$ cat src/rtl/x_mux_sweep_ctrl.sv
// rtl/x_mux_sweep_ctrl.sv - select-code sweep sequencer for the x_mux_trigger delay line
// Optional abort input enabled by defining X_MUX_SWEEP_ABORT_EN.
module x_mux_sweep_ctrl #(
  parameter int SETTLE_CYCLES = 4,
  parameter int FIRE_CYCLES   = 2
) (
  input  logic        i_clk,
  input  logic        i_rst,
  input  logic        i_start,
  input  logic [31:0] i_first,
  input  logic [31:0] i_last,
  input  logic [31:0] i_step,
  input  logic        i_sample,
  output logic [31:0] o_data,
  output logic        o_trigger,
  output logic        o_busy,
  output logic        o_result_valid,
  input  logic        i_result_ready,
  output logic [31:0] o_result_code,
  output logic        o_result_hit,
  output logic        o_done
`ifdef X_MUX_SWEEP_ABORT_EN
  ,
  input  logic        i_abort
`endif
);

  typedef enum logic [2:0] {
    S_IDLE, S_SETTLE, S_FIRE, S_RELEASE, S_REPORT, S_DONE
  } state_t;

  localparam logic [7:0] SETTLE_LAST = 8'(SETTLE_CYCLES - 1);
  localparam logic [7:0] FIRE_LAST   = 8'(FIRE_CYCLES - 1);

  state_t      r_state;
  logic [7:0]  r_cnt;
  logic [31:0] r_last;
  logic [31:0] r_step;
  logic        r_hit;

  logic [32:0] w_sum;
  logic        w_final;
  logic        w_abort;

  // o_data doubles as the current code; a carry out means the next code wrapped.
  assign w_sum   = {1'b0, o_data} + {1'b0, r_step};
  assign w_final = (o_data == r_last) || w_sum[32] || (w_sum[31:0] > r_last);

`ifdef X_MUX_SWEEP_ABORT_EN
  assign w_abort = i_abort && (r_state != S_IDLE) && (r_state != S_DONE);
`else
  assign w_abort = 1'b0;
`endif

  always_ff @(posedge i_clk) begin
    if (i_rst) begin
      r_state        <= S_IDLE;
      r_cnt          <= 8'd0;
      r_last         <= 32'd0;
      r_step         <= 32'd0;
      r_hit          <= 1'b0;
      o_data         <= 32'd0;
      o_trigger      <= 1'b0;
      o_busy         <= 1'b0;
      o_result_valid <= 1'b0;
      o_result_code  <= 32'd0;
      o_result_hit   <= 1'b0;
      o_done         <= 1'b0;
    end else if (w_abort) begin
      r_state        <= S_DONE;
      r_cnt          <= 8'd0;
      o_trigger      <= 1'b0;
      o_result_valid <= 1'b0;
      o_done         <= 1'b1;
    end else begin
      case (r_state)
        S_IDLE: begin
          if (i_start) begin
            r_last  <= i_last;
            r_step  <= (i_step == 32'd0) ? 32'd1 : i_step;
            o_data  <= i_first;
            o_busy  <= 1'b1;
            r_cnt   <= 8'd0;
            r_state <= S_SETTLE;
          end
        end
        S_SETTLE: begin
          if (r_cnt == SETTLE_LAST) begin
            r_cnt     <= 8'd0;
            o_trigger <= 1'b1;
            r_state   <= S_FIRE;
          end else begin
            r_cnt <= r_cnt + 8'd1;
          end
        end
        S_FIRE: begin
          if (r_cnt == FIRE_LAST) begin
            r_cnt     <= 8'd0;
            r_hit     <= i_sample;
            o_trigger <= 1'b0;
            r_state   <= S_RELEASE;
          end else begin
            r_cnt <= r_cnt + 8'd1;
          end
        end
        S_RELEASE: begin
          if (r_cnt == SETTLE_LAST) begin
            r_cnt          <= 8'd0;
            o_result_valid <= 1'b1;
            o_result_code  <= o_data;
            o_result_hit   <= r_hit;
            r_state        <= S_REPORT;
          end else begin
            r_cnt <= r_cnt + 8'd1;
          end
        end
        S_REPORT: begin
          if (i_result_ready) begin
            o_result_valid <= 1'b0;
            if (w_final) begin
              o_done  <= 1'b1;
              r_state <= S_DONE;
            end else begin
              o_data  <= w_sum[31:0];
              r_state <= S_SETTLE;
            end
          end
        end
        S_DONE: begin
          o_done  <= 1'b0;
          o_busy  <= 1'b0;
          r_state <= S_IDLE;
        end
        default: r_state <= S_IDLE;
      endcase
    end
  end

endmodule
$ cat config.mk
export PLATFORM = sky130hd
export DESIGN_NAME = x_mux_sweep_ctrl
export DESIGN_NICKNAME = d
export VERILOG_FILES = /design/src/rtl/x_mux_sweep_ctrl.sv
export SDC_FILE = /design/constraint.sdc
export NUM_CORES = 1
export LEC_CHECK = 0
export ABC_AREA = 1
export CORE_MARGIN = 2
export CORE_UTILIZATION = 33
export DETAILED_ROUTE_END_ITERATION = 16
export PLACE_DENSITY = 0.62
export SYNTH_ARGS = -nofsm -noshare
export SYNTH_HDL_FRONTEND = slang
export SYNTH_SLANG_ARGS = --single-unit
export TNS_END_PERCENT = 30
$ cat constraint.sdc
create_clock -name i_clk -period 4.3 [get_ports i_clk]
set_input_delay 0.645 -clock i_clk [delete_from_list [all_inputs] [get_ports i_clk]]
set_output_delay 0.645 -clock i_clk [all_outputs]
set_load 0.01 [all_outputs]
==> results of run 1 <==
layout make-up:
type                            count  area [sq um]
Sequential cell                   145          2907
Tap cell                          378         473.0
Clock inverter                     11         121.4
Clock buffer                       21         470.5
Fill cell                        2930         15700
Timing Repair Buffer              205          1991
Inverter                          180         676.9
Multi-Input combinational cell   1096          5675
registers in the layout, indices dropped and copies added (netlist names):
| register | flops |
|---|---|
| o_busy | 1 |
| o_data | 32 |
| o_done | 1 |
| o_result_code | 32 |
| o_result_hit | 1 |
| o_result_valid | 1 |
| o_trigger | 1 |
| r_cnt | 8 |
| r_hit | 1 |
| r_last | 32 |
| r_state | 3 |
| r_step | 32 |
kinds of logic after synthesis:
family / synth area share (%)
fa+ha+maj: 8.944
xor+xnor: 3.797
mux: 1.059
buf+inv: 9.553
simple gates: 31.66
flops: 30.70
compound gates: 14.29
worst max-delay path by stage:
stage	to	from	slack, ps	cells past startpoint
2_1_floorplan	o_data[25]$_SDFFE_PP0P_	o_data[21]$_SDFFE_PP0P_	1030	22
3_3_place_gp	o_data[18]$_SDFFE_PP0P_	o_data[0]$_SDFFE_PP0P_	270	24
3_5_place_dp	o_data[20]$_SDFFE_PP0P_	o_data[0]$_SDFFE_PP0P_	180	24
4_1_cts	o_data[23]$_SDFFE_PP0P_	o_data[0]$_SDFFE_PP0P_	150	24
5_1_grt	o_data[21]$_SDFFE_PP0P_	o_data[20]$_SDFFE_PP0P_	20	22
6_report	o_data[23]$_SDFFE_PP0P_	o_data[0]$_SDFFE_PP0P_	280	25
per-layer routing:
layer | routed length [microns] | vias up
met3 | 2040 | 63
met2 | 16740 | 315
met4 | 1442 | 0
li1 | - | 5062
met1 | 14940 | 4463
met5 | 0 | -
through the flow:
stage / cells / setup slack, ps / hold WS [ps] / instance area, sq um
6_report: 2036 / 281.1 / 464.3 / 12310
5_1_grt: 2036 / 16.08 / 481.5 / 12310
4_1_cts: 2036 / 146.1 / 464.8 / 12290
3_5_place_dp: 2004 / 178.7 / 452.3 / 11700
3_3_place_gp: 2004 / 267.3 / 450.1 / 11700
2_1_floorplan: 1472 / 1035 / 444.9 / 9457
worst reg2reg max path, delay by kind of cell (launching register included):
kind	cells	cell delay (ps)
AND/OR/NAND/NOR	19	2320
adder cells (fa/ha/maj)	3	800
flip-flops	1	440
buffers and inverters	2	350
AO/OA/AOI/OAI	1	60
power by group through the flow:
stage	sequential, mW	clock [mW]	combinational (mW)
after floorplan	2.06	0	3.16
after global placement	2.04	0	4.99
after detailed placement	2.04	0	5.02
after CTS	2.02	1.55	5.06
after global routing	2.06	1.60	5.70
final	2.02	1.52	5.07
placed cells by master (no fill, tap or decap), drive strengths merged, types with 36 or more instances in the layout:
master,instances
a21oi,132
buf,36
clkdlybuf4s50,169
dfxtp,145
ha,66
inv,183
nand2,350
nand3,73
nor2,228
o21ai,114
xor2,41
==> results.json, run 1 <==
{
  "status": "complete, no violations",
  "intPower_mw": 4.502,
  "critPathBufInv": 2,
  "clk_latency_ps": 430,
  "end_kind": "flip-flop",
  "r2r_slack_ps": 280,
  "cap_violations": 0,
  "use_met3_pct": 4.671,
  "cp-start-kind": "flip-flop",
  "crit_family": "simple AND/OR/NAND/NOR gates",
  "postCtsSetupBuffers": 0,
  "grt_pass1_wl_mm": 54.01,
  "overflow": 0,
  "crit_required_ps": 4670,
  "cp_max_fo": 15,
  "cts_hold_buf": 0,
  "cp.arrival_ps": 4390,
  "synth_area_leaders": "dfxtp_1, nand2_1, nor2_1, ha_1, inv_1",
  "power_frac_seq_pct": 23.4,
  "drive_gt1_share_pct": 5.669,
  "synth_top_area_cell": "dfxtp_1",
  "wl_per_cell_microns": 17.27,
  "hold_end": "o_done$_SDFFE_PP0P_",
  "syn-instance-count": 1472,
  "wirelength_mm": 35.17,
  "cts_root_buffer": "clkbuf_16",
  "dpl.hpwl_mm": 28.13,
  "ant_nets": 0,
  "synthFlopType": "dfxtp_1",
  "fmax_mhz": 248.8,
  "r2r_cells": 25,
  "grt_max_degree": 61,
  "place.gp.congestion": 0.9556,
  "tightest_slew_ps": 970.0,
  "dieHeight_microns": 173.3,
  "r2r-start": "o_data[0]$_SDFFE_PP0P_",
  "via_count": 9903,
  "synth-seq-cells": 145,
  "async_reset_ff_share_pct": 0,
  "clk_pin_slew_worst_paths_ps": 60,
  "route.detailed.drc": 0,
  "n_antenna_cell": 0,
  "syn_to_final_growth_pct": 30.22,
  "total_power_mw": 8.612,
  "regToRegEndpoint": "o_data[23]$_SDFFE_PP0P_",
  "grt_pass1_vias": 9643,
  "post_cts_resized": 0,
  "slowest_delay_ps": 440,
  "top_usage_layer": "met2",
  "power_density_nw_per_um2": 699.4,
  "drv_slew": 0,
  "clkPwrFrac_pct": 17.7,
  "cts_sinks": 145,
  "dr.pass1.iters": 5,
  "synth.avg_cell_area_sq_um": 6.424,
  "syn_nets": 1640,
  "p_switching_mw": 4.110,
  "nNetsFinal": 1813,
  "switching_share_pct": 47.72,
  "leakage_nw": 5.971,
  "vias_per_cell": 4.864,
  "dieArea_sq_um": 30030,
  "rsz0062_at_grt": "no",
  "critical_path.most_common_cell": "nand2_1",
  "tritoncts": "built",
  "ys_types": 38,
  "period_share_pct": 93.46,
  "synthTopCellsByCount": "nand2_1, nor2_1, inv_1, dfxtp_1, a21oi_1",
  "core-area_sq_um": 28010,
  "setup_viol": 0,
  "drt-initial-drc-count": 727,
  "io_pins": 170,
  "die_w_microns": 173.3,
  "portBuffers": 169,
  "yosysMostFrequentCell": "nand2_1",
  "hold_viol_final": 0,
  "met1_usage_pct": 28.02,
  "combPwrFrac_pct": 58.9,
  "crit_slowest_cell": "dfxtp_1",
  "antenna_found_initial": 0,
  "synth_top_area_share_pct": 30.70,
  "grt_usage_pct": 23.31,
  "clockBufferDepth": 2,
  "fin_util_pct": 43.96,
  "syn-cell-area_sq_um": 9457,
  "hold_path_depth": 2,
  "path_class": "reg -> reg",
  "fin_setup_tns_ps": 0,
  "finClkSkew_ps": 8.996,
  "hold_start": "o_done$_SDFFE_PP0P_",
  "relSlewSlack_pct": 35.24,
  "numCtsBuffers": 17,
  "hold_class": "reg -> reg",
  "fin_crit_ps": 4019,
  "cts_max_level": 4,
  "start_util_pct": 33.76,
  "peakVddDrop_mv": 0.2936,
  "num_rows": 61,
  "ys_seq_area_share_pct": 30.70,
  "ys_warn_count": 0,
  "gr-usage-met2_pct": 40.17,
  "synth_edf_count": 0
}
Power figures use the tool's default switching activity.
==> run 2: changes to the inputs <==
--- a/config.mk
+++ b/config.mk
@@ -6,9 +6,11 @@
 export NUM_CORES = 1
 export LEC_CHECK = 0
 export ABC_AREA = 1
+export CORE_ASPECT_RATIO = 0.9
 export CORE_MARGIN = 2
 export CORE_UTILIZATION = 33
 export DETAILED_ROUTE_END_ITERATION = 16
+export MAX_ROUTING_LAYER = met4
 export PLACE_DENSITY = 0.62
 export SYNTH_ARGS = -nofsm -noshare
 export SYNTH_HDL_FRONTEND = slang
==> results.json, run 2 (synthesis results as in run 1) <==
{
  "wl_per_cell_microns": 17.80,
  "combPwrFrac_pct": 60.0,
  "start_util_pct": 33.67,
  "overflow": 0,
  "path_class": "reg -> reg",
  "vias_per_cell": 4.988,
  "cap_violations": 0,
  "relSlewSlack_pct": 38.04,
  "clockBufferDepth": 2,
  "intPower_mw": 4.477,
  "hold_class": "reg -> reg",
  "layout_commonest_cell": "nand2_1",
  "antenna_found_initial": 0,
  "power_density_nw_per_um2": 703.8,
  "cts_root_buffer": "clkbuf_16",
  "num_rows": 58,
  "fill_cells": 2954,
  "end_kind": "flip-flop",
  "fin_crit_ps": 4027,
  "period_share_pct": 93.65,
  "power_frac_seq_pct": 23.1,
  "clkPwrFrac_pct": 16.9,
  "core-area_sq_um": 28080,
  "cp-start-kind": "flip-flop",
  "wl_met2_mm": 17.55,
  "n_antenna_cell": 0,
  "holdWs_ps": 450.1,
  "p_switching_mw": 4.221,
  "finClkSkew_ps": 16.41,
  "syn_to_final_growth_pct": 30.70,
  "drv_slew": 0,
  "cts_max_level": 4,
  "ant_nets": 0,
  "grt_usage_pct": 24.88,
  "tritoncts": "built",
  "cp_max_fo": 24,
  "numCtsBuffers": 17,
  "switching_share_pct": 48.53,
  "grt_pass1_wl_mm": 54.87,
  "fin_setup_tns_ps": 0,
  "setup_viol": 0,
  "topRoutingLayerUsed": "met4",
  "status": "complete, no violations",
  "cts_sinks": 145,
  "route.detailed.drc": 0,
  "grt_max_degree": 61,
  "wirelength_mm": 36.04,
  "grt_pass1_vias": 9616,
  "dpl.hpwl_mm": 28.85,
  "dieArea_sq_um": 30030,
  "portBuffers": 169,
  "via_count": 10100,
  "die_w_microns": 182.4,
  "io_pins": 170,
  "tightest_slew_ps": 928.0,
  "drive_gt1_share_pct": 6.366,
  "clk_latency_ps": 440,
  "nNetsFinal": 1820,
  "clk_pin_slew_worst_paths_ps": 70,
  "dieHeight_microns": 164.6,
  "place.gp.congestion": 0.9814,
  "dr.pass1.iters": 8,
  "hold_viol_final": 0,
  "fmax_mhz": 248.3,
  "cts_hold_buf": 0,
  "wl_met3_mm": 2.004,
  "crit_required_ps": 4620,
  "peakVddDrop_mv": 0.3524,
  "cp.arrival_ps": 4350,
  "layout_common_cells": "nand2_1, nor2_1, inv_1, clkdlybuf4s50_1, dfxtp_1",
  "leakage_nw": 5.998,
  "wl_met1_mm": 15.53,
  "r2r_slack_ps": 270,
  "rsz0062_at_grt": "no",
  "drt-initial-drc-count": 738
}
run 2: cell type report:
| cell class | count | area [sq um] | area share, % |
|---|---|---|---|
| Clock inverter | 14 | 116.4 | 0.9415 |
| Sequential cell | 145 | 2905 | 23.51 |
| Tap cell | 360 | 450.4 | 3.644 |
| Multi-Input combinational cell | 1096 | 5694 | 46.07 |
| Timing Repair Buffer | 212 | 2077 | 16.80 |
| Clock buffer | 18 | 439.2 | 3.553 |
| Inverter | 180 | 676.9 | 5.477 |
run 2: final timing paths:
path	end	cells past startpoint	start
setup / recovery	o_data[23]$_SDFFE_PP0P_	24	r_step[11]$_SDFFE_PP0P_
hold / removal	o_done$_SDFFE_PP0P_	2	o_done$_SDFFE_PP0P_
setup reg to reg	o_data[23]$_SDFFE_PP0P_	24	r_step[11]$_SDFFE_PP0P_
hold reg to reg	o_done$_SDFFE_PP0P_	2	o_done$_SDFFE_PP0P_
run 2: metal layers:
layer  track usage [%]  up-vias
met1             30.25     4618
met5                 -        -
met3             3.462       50
met2             43.04      352
met4             7.588        0
li1                  -     5081
run 2: worst max-delay path, stage by stage (launching register included):
cell and delay [ps]:
dfxtp_1 340, ha_1 350, nand2_1 120, nor2_1 220
inv_1 80, nor3_1 280, nand2_1 100, nand2_1 150
nand3_2 150, nand2_1 110, nand2_1 70, and2_1 150
ha_1 290, nand2_1 70, nor2_2 170, nand2_1 140
nor2_4 160, nand4_1 110, nand2_1 140, nand3_2 110
nand2_4 180, buf_12 180, nand3b_1 90, nand2_1 90
nor2_1 40
run 2: repair_timing:
| action | CTS | global route |
|---|---|---|
| endpoints found under the setup margin | 0 | 32 |
| gates resized for setup | 0 | 15 |
| setup buffers | 0 | 2 |
| endpoints found under the hold margin | 0 | 0 |
run 2: metrics by stage:
step | cell area, sq um | instances | setup slack [ps] | power, mW | utilization [%]
after floorplan | 9457 | 1472 | 1035 | 5.223 | -
after global placement | 11750 | 1991 | 95.33 | 7.122 | 41.83
after detailed placement | 11750 | 1991 | 25.09 | 7.159 | 41.83
after CTS | 12300 | 2023 | 5.402 | 8.655 | 43.81
after global routing | 12360 | 2025 | 15.00 | 9.429 | 44.01
final | 12360 | 2025 | 273.1 | 8.698 | 44.01
run 2: power groups by stage:
stage	clock, mW	sequential (mW)	combinational [mW]
5_1_grt	1.54	2.04	5.85
2_1_floorplan	0	2.06	3.16
6_report	1.47	2.01	5.22
3_5_place_dp	0	2.03	5.13
3_3_place_gp	0	2.03	5.09
4_1_cts	1.48	2.00	5.17
==> run 3: changes to the inputs <==
--- a/config.mk
+++ b/config.mk
@@ -12,6 +12,7 @@
 export DETAILED_ROUTE_END_ITERATION = 16
 export MAX_ROUTING_LAYER = met4
 export PLACE_DENSITY = 0.62
+export RECOVER_POWER = 25
 export SYNTH_ARGS = -nofsm -noshare
 export SYNTH_HDL_FRONTEND = slang
 export SYNTH_SLANG_ARGS = --single-unit
==> results.json, run 3 (synthesis results as in run 1) <==
{
  "status": "finished with violations",
  "violations": "max-capacitance violations, max-slew violations",
  "fmax_mhz": 249.4,
  "r2r_slack_ps": 290,
  "fin_crit_ps": 4009,
  "r2r-start": "o_data[6]$_SDFFE_PP0P_",
  "grt_max_degree": 61,
  "io_pins": 170,
  "hold_viol_final": 0,
  "ant_nets": 0,
  "cp_max_fo": 24,
  "vias_per_cell": 5.000,
  "grt_pass1_wl_mm": 54.87,
  "syn_to_final_growth_pct": 30.66,
  "power_density_nw_per_um2": 702.5,
  "finClkSkew_ps": 15.81,
  "die_w_microns": 182.4,
  "path_class": "reg -> reg",
  "period_share_pct": 93.24,
  "hold_class": "reg -> reg",
  "grt_usage_pct": 24.88,
  "nNetsFinal": 1820,
  "wl_met3_mm": 1.805,
  "layout_common_cells": "nand2_1, nor2_1, inv_1, dfxtp_1, a21oi_1",
  "num_rows": 58,
  "fill_cells": 2956,
  "cts_root_buffer": "clkbuf_16",
  "dpl.hpwl_mm": 28.85,
  "route.detailed.drc": 0,
  "clk_pin_slew_worst_paths_ps": 70,
  "drt-initial-drc-count": 712,
  "hold_start": "o_done$_SDFFE_PP0P_",
  "peakVddDrop_mv": 0.3494,
  "antenna_found_initial": 0,
  "tritoncts": "built",
  "hold_end": "o_done$_SDFFE_PP0P_",
  "hold_path_depth": 2,
  "place.gp.congestion": 0.9814,
  "cp.arrival_ps": 4330,
  "setup_viol": 0,
  "start_util_pct": 33.67,
  "wl_met1_mm": 15.76,
  "cap_violations": 1,
  "r2r_cells": 23,
  "grt_pass1_vias": 9616,
  "dr.pass1.iters": 5,
  "dieArea_sq_um": 30030,
  "fin_setup_tns_ps": 0,
  "drive_gt1_share_pct": 6.246,
  "tightest_slew_ps": 1730,
  "clk_latency_ps": 440,
  "topRoutingLayerUsed": "met4",
  "wl_met2_mm": 17.54,
  "cts_max_level": 4,
  "n_antenna_cell": 0,
  "overflow": 0,
  "layout_commonest_cell": "nand2_1",
  "wl_per_cell_microns": 17.83,
  "portBuffers": 169,
  "end_kind": "flip-flop",
  "rsz0062_at_grt": "no",
  "numCtsBuffers": 17,
  "core-area_sq_um": 28080,
  "fin_util_pct": 43.99,
  "leakage_nw": 6.150,
  "regToRegEndpoint": "o_data[23]$_SDFFE_PP0P_",
  "clockBufferDepth": 2,
  "cts_sinks": 145,
  "dieHeight_microns": 164.6,
  "via_count": 10130,
  "crit_required_ps": 4620,
  "drv_slew": 32,
  "wirelength_mm": 36.10,
  "cp-start-kind": "flip-flop",
  "relSlewSlack_pct": -15.30
}
## run 3: cell types whose count changed in the layout (fill, tap and decap cells not counted)
cell | previous run | this run
clkbuf_1 | 0 | 1
buf_4 | 38 | 37
dlygate4sd3_1 | 0 | 48
inv_1 | 176 | 177
clkdlybuf4s50_1 | 169 | 121
inv_2 | 3 | 2
## run 3: through the flow
step	instance area, sq um	setup slack [ps]	power (mW)	cells	hold slack [ps]
floorplan	9457	1035	5.223	1472	444.9
global placement	11750	95.33	7.122	1991	439.3
detailed placement	11750	25.09	7.159	1991	443.9
CTS	12300	5.402	8.655	2023	454.0
global route	12360	15.00	9.407	2025	466.5
finish	12360	290.7	8.680	2025	448.0
## run 3: timing repair
item	4_1_cts	5_1_grt
hold buffers	0	0
endpoints found under the hold margin	0	0
setup buffers	0	2
gates resized for setup	0	15
setup endpoints to repair	0	32
## run 3: area by class of cell
| class | instances | area (sq um) | share of cell area, % |
|---|---|---|---|
| multi-input combinational | 1096 | 5694 | 46.09 |
| inverter | 180 | 676.9 | 5.478 |
| tap | 360 | 450.4 | 3.646 |
| sequential | 145 | 2905 | 23.51 |
| clock inverter | 14 | 116.4 | 0.9418 |
| timing repair buffer | 212 | 2073 | 16.78 |
| clock buffer | 18 | 439.2 | 3.554 |
## run 3: power breakdown
part,switching [mW],internal [mW]
clock network,0.696,0.771
registers,0.307,1.70
logic,3.22,1.98
## run 3: worst max path at each step
stage | from | slack [ps] | cells after the start | to
floorplan | o_data[21]$_SDFFE_PP0P_ | 1030 | 22 | o_data[25]$_SDFFE_PP0P_
global route | o_data[10]$_SDFFE_PP0P_ | 20 | 24 | o_data[16]$_SDFFE_PP0P_
global placement | o_data[16]$_SDFFE_PP0P_ | 100 | 23 | o_data[28]$_SDFFE_PP0P_
CTS | o_data[2]$_SDFFE_PP0P_ | 5 | 24 | o_data[16]$_SDFFE_PP0P_
finish | o_data[6]$_SDFFE_PP0P_ | 290 | 23 | o_data[23]$_SDFFE_PP0P_
detailed placement | o_data[2]$_SDFFE_PP0P_ | 30 | 24 | o_data[28]$_SDFFE_PP0P_
## run 3: worst max-delay path, cell delays in order (launching register included)
cell and delay (ps):
dfxtp_1 350, ha_1 380, nand2_1 210, inv_1 80
a21oi_2 200, nand2_2 130, nand2_1 80, nand3_1 140
nand3b_1 220, nand3_1 120, and2_1 180, ha_1 290
nand2_1 80, nor2_2 200, nand2_1 140, nor2_4 160
nand4_1 100, nand2_1 140, nand3_2 110, nand2_4 180
buf_12 180, nand3b_1 90, nand2_1 90, nor2_1 40
## run 3: metal layers
metal / GRT usage (%) / vias up
met2: 43.04 / 342
li1: - / 5086
met5: - / -
met3: 3.462 / 50
met1: 30.25 / 4648
met4: 7.588 / 0
